## config.mk

```make
export PLATFORM = sky130hd
export DESIGN_NAME = fetch_stage_flat
export DESIGN_NICKNAME = d
export VERILOG_FILES = /design/src/rtl/riscv_defs.sv /design/src/rtl/fetch_stage_if.sv /design/src/rtl/fetch_next_pc.sv /design/src/rtl/fetch_stage.sv /design/src/flat_wrapper.sv
export SDC_FILE = /design/constraint.sdc
export NUM_CORES = 1
export LEC_CHECK = 0
export CAP_MARGIN = 20
export CORE_UTILIZATION = 40
export DETAILED_ROUTE_END_ITERATION = 8
export HOLD_SLACK_MARGIN = 0.15
export PLACE_DENSITY_LB_ADDON = 0.1
export SYNTH_ARGS = -nofsm -noshare
export SYNTH_HDL_FRONTEND = slang
export SYNTH_SLANG_ARGS = --single-unit
export TNS_END_PERCENT = 50
```

## constraint.sdc

```tcl
create_clock -name clk -period 3.8 [get_ports clk]
set_input_delay 1.14 -clock clk [delete_from_list [all_inputs] [get_ports clk]]
set_output_delay 1.14 -clock clk [all_outputs]
set_load 0.03 [all_outputs]
```

## src/rtl/riscv_defs.sv

```systemverilog
// Shared RV32I core definitions: fixed encodings, fetch FSM states
// and the IF/ID pipeline bundle.
package riscv_defs;

   localparam logic [31:0] NOP_INSTR   = 32'h0000_0013;
   localparam logic [31:0] ECALL_INSTR = 32'h0000_0073;
   localparam logic [31:0] PC_STEP     = 32'd4;

   localparam logic [1:0] ST_WARM  = 2'd0;
   localparam logic [1:0] ST_RUN   = 2'd1;
   localparam logic [1:0] ST_HALT  = 2'd2;
   localparam logic [1:0] ST_FAULT = 2'd3;

   typedef struct packed {
      logic        valid;
      logic [31:0] pc;
      logic [31:0] instr;
   } ifid_t;

endpackage

```

## src/rtl/fetch_stage_if.sv

```systemverilog
// Fetch-stage boundary: hazard/redirect controls, instruction
// memory port and the IF/ID bundle seen by decode.
interface fetch_stage_if;

   logic        stall;
   logic        redirect_valid;
   logic [31:0] redirect_target;
   logic [31:0] read_address;
   logic [31:0] instruction_in;
   logic        ifid_valid;
   logic [31:0] ifid_pc;
   logic [31:0] ifid_instr;
   logic        halted;
   logic        fault;

   modport master (
      input  stall,
      input  redirect_valid,
      input  redirect_target,
      input  instruction_in,
      output read_address,
      output ifid_valid,
      output ifid_pc,
      output ifid_instr,
      output halted,
      output fault
   );

   modport slave (
      output stall,
      output redirect_valid,
      output redirect_target,
      output instruction_in,
      input  read_address,
      input  ifid_valid,
      input  ifid_pc,
      input  ifid_instr,
      input  halted,
      input  fault
   );

endinterface

```

## src/rtl/fetch_next_pc.sv

```systemverilog
// Next-PC selection (redirect > stall > sequential) with the
// alignment / instruction-memory range check on the chosen PC.
module fetch_next_pc
   import riscv_defs::*;
#(
   parameter int unsigned IMEM_WORDS = 64
) (
   input  logic [31:0] i_pc,
   input  logic        i_redirect_valid,
   input  logic [31:0] i_redirect_target,
   input  logic        i_stall,
   output logic [31:0] o_next_pc,
   output logic        o_err
);

   localparam logic [31:0] LIMIT = 32'(IMEM_WORDS * 4);

   logic [31:0] w_seq_pc;

   assign w_seq_pc = i_pc + PC_STEP;

   always_comb begin
      o_next_pc = i_pc;
      o_err     = 1'b0;
      if (i_redirect_valid) begin
         o_next_pc = i_redirect_target;
         o_err     = (|i_redirect_target[1:0]) ||
                     (i_redirect_target >= LIMIT);
      end else if (!i_stall) begin
         o_next_pc = w_seq_pc;
         o_err     = (w_seq_pc >= LIMIT);
      end
   end

endmodule

```

## src/rtl/fetch_stage.sv

```systemverilog
// RV32I instruction fetch: owns the PC, drives instruction memory
// and fills the IF/ID register; stops on ECALL or a bad PC.
module fetch_stage
   import riscv_defs::*;
#(
   parameter logic [31:0] RESET_PC   = 32'h0000_0000,
   parameter int unsigned IMEM_WORDS = 64
) (
   input  logic          clk,
   input  logic          reset,
   fetch_stage_if.master bus
);

   logic [1:0]  r_state;
   logic [31:0] r_pc;
   ifid_t       r_ifid;

   logic [31:0] w_next_pc;
   logic        w_err;
   logic        w_ecall;

   fetch_next_pc #(
      .IMEM_WORDS (IMEM_WORDS)
   ) u_next_pc (
      .i_pc              (r_pc),
      .i_redirect_valid  (bus.redirect_valid),
      .i_redirect_target (bus.redirect_target),
      .i_stall           (bus.stall),
      .o_next_pc         (w_next_pc),
      .o_err             (w_err)
   );

   assign w_ecall = (bus.instruction_in == ECALL_INSTR);

   always_ff @(posedge clk or negedge reset) begin
      if (!reset) begin
         r_state      <= ST_WARM;
         r_pc         <= RESET_PC;
         r_ifid.valid <= 1'b0;
         r_ifid.pc    <= 32'h0;
         r_ifid.instr <= NOP_INSTR;
      end else begin
         unique case (r_state)
            ST_WARM: r_state <= ST_RUN;
            ST_RUN: begin
               if (bus.redirect_valid) begin
                  // Flush the wrong-path word; a bad target keeps the old PC.
                  r_ifid.valid <= 1'b0;
                  r_ifid.instr <= NOP_INSTR;
                  if (w_err) r_state <= ST_FAULT;
                  else       r_pc    <= w_next_pc;
               end else if (!bus.stall) begin
                  r_ifid.valid <= 1'b1;
                  r_ifid.pc    <= r_pc;
                  r_ifid.instr <= bus.instruction_in;
                  if (w_ecall)    r_state <= ST_HALT;
                  else if (w_err) r_state <= ST_FAULT;
                  else            r_pc    <= w_next_pc;
               end
            end
            default: begin
               r_ifid.valid <= 1'b0;
               r_ifid.instr <= NOP_INSTR;
            end
         endcase
      end
   end

   assign bus.read_address = r_pc;
   assign bus.ifid_valid   = r_ifid.valid;
   assign bus.ifid_pc      = r_ifid.pc;
   assign bus.ifid_instr   = r_ifid.instr;
   assign bus.halted       = (r_state == ST_HALT);
   assign bus.fault        = (r_state == ST_FAULT);

endmodule

```

## src/flat_wrapper.sv

```systemverilog
// flat-port wrapper written by rule: the top's interface ports become plain ports
module fetch_stage_flat import riscv_defs::*;
#(
   parameter logic [31:0] RESET_PC   = 32'h0000_0000,
   parameter int unsigned IMEM_WORDS = 64
)
  (clk, reset, bus_stall, bus_redirect_valid, bus_redirect_target, bus_instruction_in, bus_read_address, bus_ifid_valid, bus_ifid_pc, bus_ifid_instr, bus_halted, bus_fault);
  fetch_stage_if bus_i ();
  input  logic clk;
  input  logic reset;
  input wire logic [$bits(bus_i.stall)-1:0] bus_stall;
  input wire logic [$bits(bus_i.redirect_valid)-1:0] bus_redirect_valid;
  input wire logic [$bits(bus_i.redirect_target)-1:0] bus_redirect_target;
  input wire logic [$bits(bus_i.instruction_in)-1:0] bus_instruction_in;
  output wire logic [$bits(bus_i.read_address)-1:0] bus_read_address;
  output wire logic [$bits(bus_i.ifid_valid)-1:0] bus_ifid_valid;
  output wire logic [$bits(bus_i.ifid_pc)-1:0] bus_ifid_pc;
  output wire logic [$bits(bus_i.ifid_instr)-1:0] bus_ifid_instr;
  output wire logic [$bits(bus_i.halted)-1:0] bus_halted;
  output wire logic [$bits(bus_i.fault)-1:0] bus_fault;
  assign bus_i.stall = bus_stall;
  assign bus_i.redirect_valid = bus_redirect_valid;
  assign bus_i.redirect_target = bus_redirect_target;
  assign bus_i.instruction_in = bus_instruction_in;
  assign bus_read_address = bus_i.read_address;
  assign bus_ifid_valid = bus_i.ifid_valid;
  assign bus_ifid_pc = bus_i.ifid_pc;
  assign bus_ifid_instr = bus_i.ifid_instr;
  assign bus_halted = bus_i.halted;
  assign bus_fault = bus_i.fault;
  fetch_stage #(.RESET_PC(RESET_PC), .IMEM_WORDS(IMEM_WORDS)) u_core (.clk(clk), .reset(reset), .bus(bus_i));
endmodule
```

## Word level (Yosys, flattened, before mapping)

Cells that the tools add are included.

- Output and inout port bits: 99
- Bits in latches: 0
- Input bits: 68
- Word-level logic and storage cells: 43
- Bits in read-only memories: 0
- Memories: 0
- RAM bits: 0
- Register bits after elaboration: 99

- Reductions and logical operators: 8
- Multiplexer cells: 17
- Bitwise gates (word level): 3
- Equal/unequal tests: 7
- Shift operators: 0
- Magnitude comparators: 2
- Divide/modulo/power cells: 0
- Add/subtract/negate cells: 1
- Multiply operators: 0

Operators with widths:

| operator | count |
|---|---|
| $mux 32 | 6 |
| $mux 65 | 1 |
| $ge 32x9->1 const B | 2 |
| $pmux 32 s2 | 1 |
| $add 32x3->32 const B | 1 |
| $eq 32x7->1 const B | 1 |
| $mux 2 | 4 |
| $reduce_and 3->1 | 2 |
| $eq 2x2->1 const B | 2 |
| $pmux 2 s2 | 1 |
| $reduce_and 2->1 | 2 |
| $mux 1 | 3 |
| $ne 3x3->1 const B | 1 |
| $not 1->1 | 3 |
| $eq 2x1->1 const B | 1 |
| $logic_not 2->1 | 1 |
| $ne 2x1->1 const B | 1 |
| $ne 2x2->1 const B | 1 |
| $pmux 1 s2 | 1 |
| $reduce_bool 2->1 | 1 |
| $reduce_or 2->1 | 1 |
| $logic_or 1x1->1 | 1 |

## Logic depth before layout (Yosys ltp)

Gate-level depths: netlist of run 1.

- Word-level depth: 9
- Gate-level depth with buffers: 10
- Depth with buffers taken out: 9

## Modules after synthesis

From an unflattened synthesis of run 1, not the netlist that was laid out.

- Cells, all modules: 500
- Area total of the unflattened synthesis: 5456.5 µm²

Modules (own cells, without submodules):

| module | cells each | area an instance (µm²) | instances | sequential area each (µm²) |
|---|---|---|---|---|
| fetch_stage | 245 | 3911.3 | 1 | 2481.1 |
| fetch_next_pc | 255 | 1545.2 | 1 | 0.0 |

## Worst setup path before layout of run 1

No wires, ideal clock.

- Path kind: register -> register
- From: reg u_core.r_pc[2] (netlist: u_core.bus.read_address[2])
- To: reg u_core.r_pc[13] (netlist: u_core.bus.read_address[13])
- Setup time: 119 ps
- Required time: 3681 ps
- Arrival time: 2956 ps
- Clock period less this slack: 3075 ps
- Path buffers: 1
- Setup slack: 725 ps
- Cell stages (with the launch flop): 11
- Cell sequence: dfrtp_1 -> ha_1 -> nand4_1 -> nor3_1 -> mux2i_1 -> a2111oi_0 -> nand4_1 -> nor4_4 -> nor2_1 -> clkbuf_1 -> and2_1

- Longest elaborated chain between the ends: 8
- Elaborated cells on any way between the ends: 9
- Classes of those cells: add/sub: 1; order compare: 1; mux: 7

Ends and longest elaborated chain:

| item | RTL line | source |
|---|---|---|
| start: declaration | fetch_stage.sv:15 | `logic [31:0] r_pc;` |
| start signal: assignment | fetch_stage.sv:51 | `else r_pc <= w_next_pc;` |
| start signal: assignment | fetch_stage.sv:58 | `else r_pc <= w_next_pc;` |
| $add 32x3->32 * | fetch_next_pc.sv:20 | `assign w_seq_pc = i_pc + PC_STEP;` |
| $ge 32x9->1 | fetch_next_pc.sv:31 | `o_err = (w_seq_pc >= LIMIT);` |
| $mux 1 | fetch_next_pc.sv:29 | `end else if (!i_stall) begin` |
| $mux 1 | fetch_next_pc.sv:25 | `if (i_redirect_valid) begin` |
| $mux 32 * | fetch_stage.sv:50, fetch_stage.sv:57 |  |
| $mux 32 | fetch_stage.sv:56 | `if (w_ecall) r_state <= ST_HALT;` |
| $mux 32 | fetch_stage.sv:52 | `end else if (!bus.stall) begin` |
| $mux 32 * | fetch_stage.sv:46 | `if (bus.redirect_valid) begin` |

Mark *: on every way between the ends. The rest lies on a longest branch, timed or not. The select of a mux whose other input is x is not followed.
A chain may end at the register's enable or synchronous reset.

## Final worst setup path of run 1

- From: reg u_core.r_pc[3] (netlist: u_core.bus.read_address[3])
- To: reg u_core.r_pc[4] (netlist: u_core.bus.read_address[4])

Same word-level chain as after synthesis.

==> metrics.csv, run 1 <==
stage;metric;value;unit
synthesis;synth_area;4410;sq um
timing;fin_crit_sh;0.875;
synthesis;ys_async_sr_fraction;1.00;
global_route;track_usage;0.211;
cts;cts_resized;0;
layout;syn_to_final_growth;48.4;%
timing;period_minus_slack;3.33;ns
layout;final_area;6540;sq um
cts;cts.reportedPaths.clkPinSlew;0.09;ns
timing;maxSlewViolCount;0;
worst_setup_path;crit_path_max_fanout;7;
placed_design;dp_worst_setup_slack;0.146;ns
power;total_leakage_power;2.81;nW
cts;insertion_delay;0.38;ns
synthesis;ys.flop_type;dfrtp_1;
routing;routedWlPerCell;16.9;um
worst_setup_path;r2r-end;u_core.bus.read_address[4]$_DFFE_PN0P_;
synthesis;avgSynthCellArea;11.8;sq um
worst_setup_path;crit_required;4.07;ns
routing;drtPass1Iterations;4;
routing;first_iter_violations;160;
cts;cts_buffers;9;
global_route;grt_max_degree;86;
worst_setup_path;reg2regPathDepth;10;
worst_setup_path;arrival;3.60;ns
worst_setup_path;cp-end-kind;register;
placed_design;port_buffers;166;
timing;fin_ws;0.474;ns
synthesis;ys_seq_elements;99;
routing;vias_per_cell;5.37;
worst_setup_path;startpoint_type;register;
global_route;antenna_found_initial;0;
timing;setup_viol;0;
cts;hold_buffers;0;
routing;via_count;3718;
worst_setup_path;critPathKind;reg2reg;
global_route;grt-ovfl-total;0;
synthesis;synth_cell_types;52;
routing;ant_nets;0;
timing;hold_viol_final;0;
power;power.density;289;nW/um^2
synthesis;syn-num-nets;444;
floorplanning;die_h;107;um
synthesis;syn_inst;375;
layout;nets;621;
worst_setup_path;startpoint;u_core.bus.read_address[3]$_DFFE_PN0P_;
synthesis;yosysSeqAreaShare;0.563;
cts;cts_tree;built;
layout;final_common_cell;clkdlybuf4s50_1;
cts;htreeDepth;3;
cts;cts_sinks;99;
power;peakVddDrop;0.297;mV
global_route;grt_pass1_vias;3603;
worst_setup_path;r2r_start;u_core.bus.read_address[3]$_DFFE_PN0P_;
job;maxCapViolations;0;
floorplanning;io_pins;167;
floorplanning;row_count;37;
worst_setup_path;crit_end;u_core.bus.read_address[4]$_DFFE_PN0P_;
floorplanning;die_x;107;um
cts;cts_setup_buffers;0;
synthesis;yosysWarningCount;0;
floorplanning;core-area;10500;sq um
routing;drc;0;
placed_design;placed_cell_area;6330;sq um
timing;worst_pin_slew;0.585;ns
layout;drive_gt1_frac;0.131;
worst_setup_path;rrSetupSlack;0.47;ns
timing;fmax;301;MHz
routing;drt-total-wl;11.7;mm
layout;final_cell_mix;clkdlybuf4s50_1, dfrtp_1, mux2_2, a22o_1, and2_1;
global_route;grt_pass1_wl;18.4;mm
floorplanning;initial_core_util;0.420;
timing;slew_headroom;0.607;
timing;tns;0;ns
placed_design;hpwl;8.56;mm
cts;cts-root-buf;clkbuf_8;
floorplanning;dieArea;11400;sq um
layout;antenna_cells;0;
worst_hold_path;hold_path.class;reg2reg;
run_status;outcome;finished, final reports clean;
timing;rsz0062_at_grt;no;
timing;finalClockSkew;0.00834;ns
cts;clock_path_buffers;2;
synthesis;synth_edf_count;0;
placed_design;routabilityCongestion;0.826;
-- cell usage after synthesis, types with 2 or more instances --
cell / number / share of area
nor4_2: 2 / 0.0057
nand4_1: 10 / 0.014
nor4_1: 17 / 0.024
a22oi_1: 2 / 0.0034
nor2_1: 17 / 0.014
o31ai_1: 3 / 0.0051
nor3b_1: 3 / 0.0051
o21ai_0: 5 / 0.0057
nand3_1: 12 / 0.014
or3_1: 4 / 0.0057
dfstp_2: 3 / 0.018
mux2_2: 32 / 0.082
and3_1: 7 / 0.0099
a221o_1: 2 / 0.0045
a21oi_1: 4 / 0.0045
o22ai_1: 3 / 0.0043
a311oi_1: 3 / 0.0060
or4_1: 2 / 0.0034
nor2b_1: 8 / 0.011
a211oi_1: 8 / 0.014
nand2_1: 14 / 0.012
inv_1: 6 / 0.0051
and4_1: 3 / 0.0060
nor3_1: 8 / 0.0091
dfrtp_1: 96 / 0.54
mux2i_1: 2 / 0.0045
clkbuf_1: 15 / 0.013
a31oi_1: 2 / 0.0028
and2_1: 27 / 0.038
nand3b_1: 2 / 0.0034
nand2b_1: 4 / 0.0057
a22o_1: 29 / 0.058
-- worst min-delay path by stage --
stage | startpoint | endpoint | cells past startpoint
global placement | u_core.bus.ifid_valid$_DFFE_PN0P_ | u_core.bus.ifid_valid$_DFFE_PN0P_ | 1
CTS | u_core.bus.ifid_instr[2]$_DFFE_PN0P_ | u_core.bus.ifid_instr[2]$_DFFE_PN0P_ | 1
global route | u_core.bus.ifid_valid$_DFFE_PN0P_ | u_core.bus.ifid_valid$_DFFE_PN0P_ | 1
floorplan | u_core.r_state[1]$_DFFE_PN0P_ | u_core.r_state[1]$_DFFE_PN0P_ | 1
finish | u_core.bus.ifid_instr[8]$_DFFE_PN0P_ | u_core.bus.ifid_instr[8]$_DFFE_PN0P_ | 1
detailed placement | u_core.bus.ifid_instr[18]$_DFFE_PN0P_ | u_core.bus.ifid_instr[18]$_DFFE_PN0P_ | 1
-- worst max-delay path, cell delays in order, from the launching register on --
cell	delay, ns
dfrtp_1	0.49
ha_1	0.28
nand4_1	0.33
nor3_1	0.36
mux2i_1	0.12
a2111oi_0	0.49
nand4_1	0.26
nor4_4	0.36
buf_4	0.19
a21oi_1	0.07
a221o_1	0.26
-- report_power, final --
part	switching [W]	total, W	internal [W]
Clock	0.000355	0.000674	0.000319
Sequential	0.00000619	0.00106	0.00106
Combinational	0.0000653	0.000152	0.0000863
-- per-layer routing --
| layer | share of wire | wire length, um | vias up | track usage |
|---|---|---|---|---|
| met3 | 0.075 | 874 | 16 | 0.0790 |
| met2 | 0.49 | 5690 | 115 | 0.339 |
| met5 | 0 | 0 | - | 0 |
| met4 | 0.016 | 184 | 0 | 0.0685 |
| met1 | 0.42 | 4920 | 1809 | 0.262 |
| li1 | - | - | 1778 | - |
-- flip-flops by register name, summed over array words and instances (netlist names) --
name                     count
u_core.bus.ifid_pc          32
u_core.bus.ifid_instr       32
u_core.r_state               2
u_core.bus.ifid_valid        1
u_core.bus.read_address     32
-- kinds of logic (layout without fill, tap and decap cells) --
kind of cell	Yosys count	count (layout)	share of synthesized area
adders and majority gates	1	1	0.00284
buffers and inverters	22	203	0.0190
AOI/OAI and AO/OA	72	72	0.129
DFF	99	99	0.563
muxes	34	34	0.0863
and+or+nand+nor	145	145	0.196
xor gates and xnor gates	2	2	0.00397
-- area by class of cell --
cell class              instances  area (sq um)
clock buffers                  11           141
clock inverters                 4          51.3
inverters                       6          22.5
fillers                       880          3970
repair buffers                182          1820
flip-flops and latches         99          2480
well taps                     136           170
multi-input cells             254          1850
-- stage by stage --
stage               utilization  std cells  hold WS (ns)  total power (W)
finish                    0.623        692         0.505          0.00189
CTS                       0.621        691         0.510          0.00192
global route              0.623        692         0.526          0.00197
floorplan                     -        375         0.486          0.00112
global placement          0.600        675         0.463          0.00123
detailed placement        0.602        676         0.485          0.00124
Note: power is estimated with default switching activity, not from simulation.
==> run 2, diff against run 1 <==
CORE_UTILIZATION = 48   (was 40)
SYNTH_HIERARCHICAL = 1   (was unset)
==> run 2 against run 1 <==
Compared with the run above: sequential cell count stayed put; via count up 25%; die area up 3.1%; utilization is 7.0 points higher; critical path depth up 1; largest cell class is now multi-input combinational cells; sequential power is 16% higher; clock skew is essentially flat; clock-buffer cell count down 2; critical endpoint is now u_core/bus.read_address[31]$_DFFE_PN0P_; synthesized cell count rose by 33%; wire length rose by 26%.
==> metrics.csv, run 2 <==
stage;metric;value;unit
timing;worst_pin_slew;0.932;ns
routing;wl_met3;876;um
placed_design;port_buffers;166;
synthesis;synth_top_area_cell;dfrtp_1;
layout;final_cell_mix;clkdlybuf4s50_1, dfrtp_1, nand2_1, mux2_2, o21ai_0;
cts;hold_buffers;0;
job;maxCapViolations;0;
cts;cts_sinks;99;
timing;setup_viol;0;
power;power.density;359;nW/um^2
layout;multi_input_area;2800;sq um
floorplanning;die_h;109;um
routing;wl_met2;7.09;mm
floorplanning;io_pins;167;
floorplanning;die_x;109;um
layout;final_common_cell;clkdlybuf4s50_1;
power;total_leakage_power;3.15;nW
worst_setup_path;startpoint_type;input pin;
timing;slew_headroom;0.379;
global_route;track_usage;0.256;
cts;cts_buffers;9;
global_route;grt-ovfl-total;0;
floorplanning;row_count;38;
layout;drive_gt1_frac;0.187;
worst_hold_path;holdCritStartpoint;u_core/bus.ifid_valid$_DFFE_PN0P_;
worst_setup_path;cp-end-kind;register;
worst_hold_path;hold_path.class;reg2reg;
worst_setup_path;arrival;3.80;ns
synthesis;synth_top_area_frac;0.440;
routing;top_layer;met4;
cts;clock_path_buffers;2;
routing;ant_nets;0;
layout;nets;727;
floorplanning;dieArea;11800;sq um
routing;m1WireLength;6.41;mm
routing;routedWlPerCell;18.3;um
synthesis;synth.top_cells.by_count;dfrtp_1, nand2_1, mux2_2, o21ai_0, mux2_4;
synthesis;synth_cell_types;58;
routing;drt-total-wl;14.7;mm
cts;cts-root-buf;clkbuf_16;
synthesis;ys_seq_elements;99;
routing;drtPass1Iterations;5;
synthesis;yosysSeqAreaShare;0.455;
timing;finalClockSkew;0.00820;ns
global_route;grt_max_degree;73;
layout;seq_area;2480;sq um
global_route;grt_pass1_wl;23.4;mm
synthesis;netlist_top_cells_area;dfrtp_1, mux2_4, mux2_2, a22o_1, xor2_1;
worst_setup_path;startpoint;bus_redirect_target[20];
floorplanning;initial_core_util;0.499;
worst_setup_path;rrSetupSlack;0.39;ns
timing;hold_viol_final;0;
synthesis;avgSynthCellArea;10.9;sq um
synthesis;synth_edf_count;0;
timing;rsz0062_at_grt;no;
cts;htreeDepth;3;
cts;cts_resized;0;
routing;drc;0;
timing;fmax;280;MHz
layout;syn_to_final_growth;38.8;%
synthesis;ys_async_sr_fraction;1.00;
synthesis;yosysMostFrequentCell;dfrtp_1;
cts;cts_tree;built;
timing;period_minus_slack;3.57;ns
routing;vias_per_cell;5.80;
synthesis;yosysWarningCount;6;
worst_setup_path;r2r_start;u_core/bus.read_address[4]$_DFFE_PN0P_;
global_route;grt_pass1_vias;4630;
timing;tns;0;ns
worst_setup_path;critPathKind;in2reg;
layout;fillers;848;
global_route;antenna_found_initial;0;
worst_setup_path;crit_path_max_fanout;17;
power;peakVddDrop;0.297;mV
timing;fin_crit_sh;0.941;
synthesis;syn_inst;500;
layout;antenna_cells;0;
synthesis;syn-num-nets;569;
worst_setup_path;crit_required;4.02;ns
routing;via_count;4655;
routing;first_iter_violations;301;
cts;cts_setup_buffers;0;
run_status;outcome;finished, final reports clean;
synthesis;synth_area;5460;sq um
cts;insertion_delay;0.34;ns
synthesis;ys.flop_type;dfrtp_1;
placed_design;routabilityCongestion;0.838;
timing;maxSlewViolCount;0;
floorplanning;core-area;10900;sq um
placed_design;hpwl;10.4;mm
timing;holdWs;0.475;ns
cts;cts.reportedPaths.clkPinSlew;0.07;ns
power;total_power;0.00272;W
[run 2: cell types whose count changed after synthesis, sizes merged, moves of 14 or more]
cell	delta
nand2	+26
and2	-24
mux2	+36
buf	+14
o21ai	+28
xor2	+17
[run 2: routing by layer]
layer  GRT usage  up-vias
met2       0.403      175
met3      0.0484       21
met5           0        -
li1            -     2156
met1       0.350     2303
met4       0.100        0
[run 2: critical path, cell delays in order]
cell,delay [ns]
clkdlybuf4s50_1,0.43
nor4_1,0.44
buf_4,0.19
nand4_1,0.15
a31oi_1,0.20
nand4_1,0.10
o21ai_0,0.12
a31oi_1,0.11
nor3b_4,0.34
buf_12,0.22
mux2_2,0.34
[run 2: per-stage QoR]
stage                     instance area (sq um)  worst slack (ns)   util  instances
final                                      7570             0.225  0.692        803
after global routing                       7570             0.101  0.692        803
after CTS                                  7570             0.249  0.692        803
after detailed placement                   7290           -0.0136  0.666        787
after global placement                     7290            0.0650  0.666        787
after floorplan                            5460             0.529      -        500
[run 2: power breakdown]
| part | switching [W] | leakage [nW] | internal, W |
|---|---|---|---|
| clock network | 0.000431 | 0.142 | 0.000456 |
| registers | 0.000121 | 1.34 | 0.00111 |
| logic | 0.000288 | 1.67 | 0.000310 |
[run 2: layout make-up]
type | instances | area share
clock buffers | 9 | 0.0297
clock inverters | 7 | 0.00793
inverters | 2 | 0.000991
multi-input cells | 361 | 0.370
flip-flops and latches | 99 | 0.328
well taps | 140 | 0.0231
repair buffers | 185 | 0.241
[run 2: cell families after synthesis]
kind of cell,after synthesis,synth area share
XOR/XNOR,31,0.0498
AND/OR/NAND/NOR,169,0.181
buffers and inverters,40,0.0349
adder cells (fa/ha/maj),1,0.00229
flip-flops,99,0.455
AO/OA/AOI/OAI,89,0.111
multiplexers,71,0.166
[run 2: path summary, 6_finish.rpt]
kind,to,cells after the start
min,u_core/bus.ifid_valid$_DFFE_PN0P_,1
min in group asynchronous,u_core/bus.ifid_pc[19]$_DFFE_PN0P_,1
min reg2reg,u_core/bus.ifid_valid$_DFFE_PN0P_,1
max in group asynchronous,u_core/bus.read_address[10]$_DFFE_PN0P_,2
max reg2reg,u_core/bus.read_address[31]$_DFFE_PN0P_,9
max,u_core/bus.read_address[31]$_DFFE_PN0P_,11
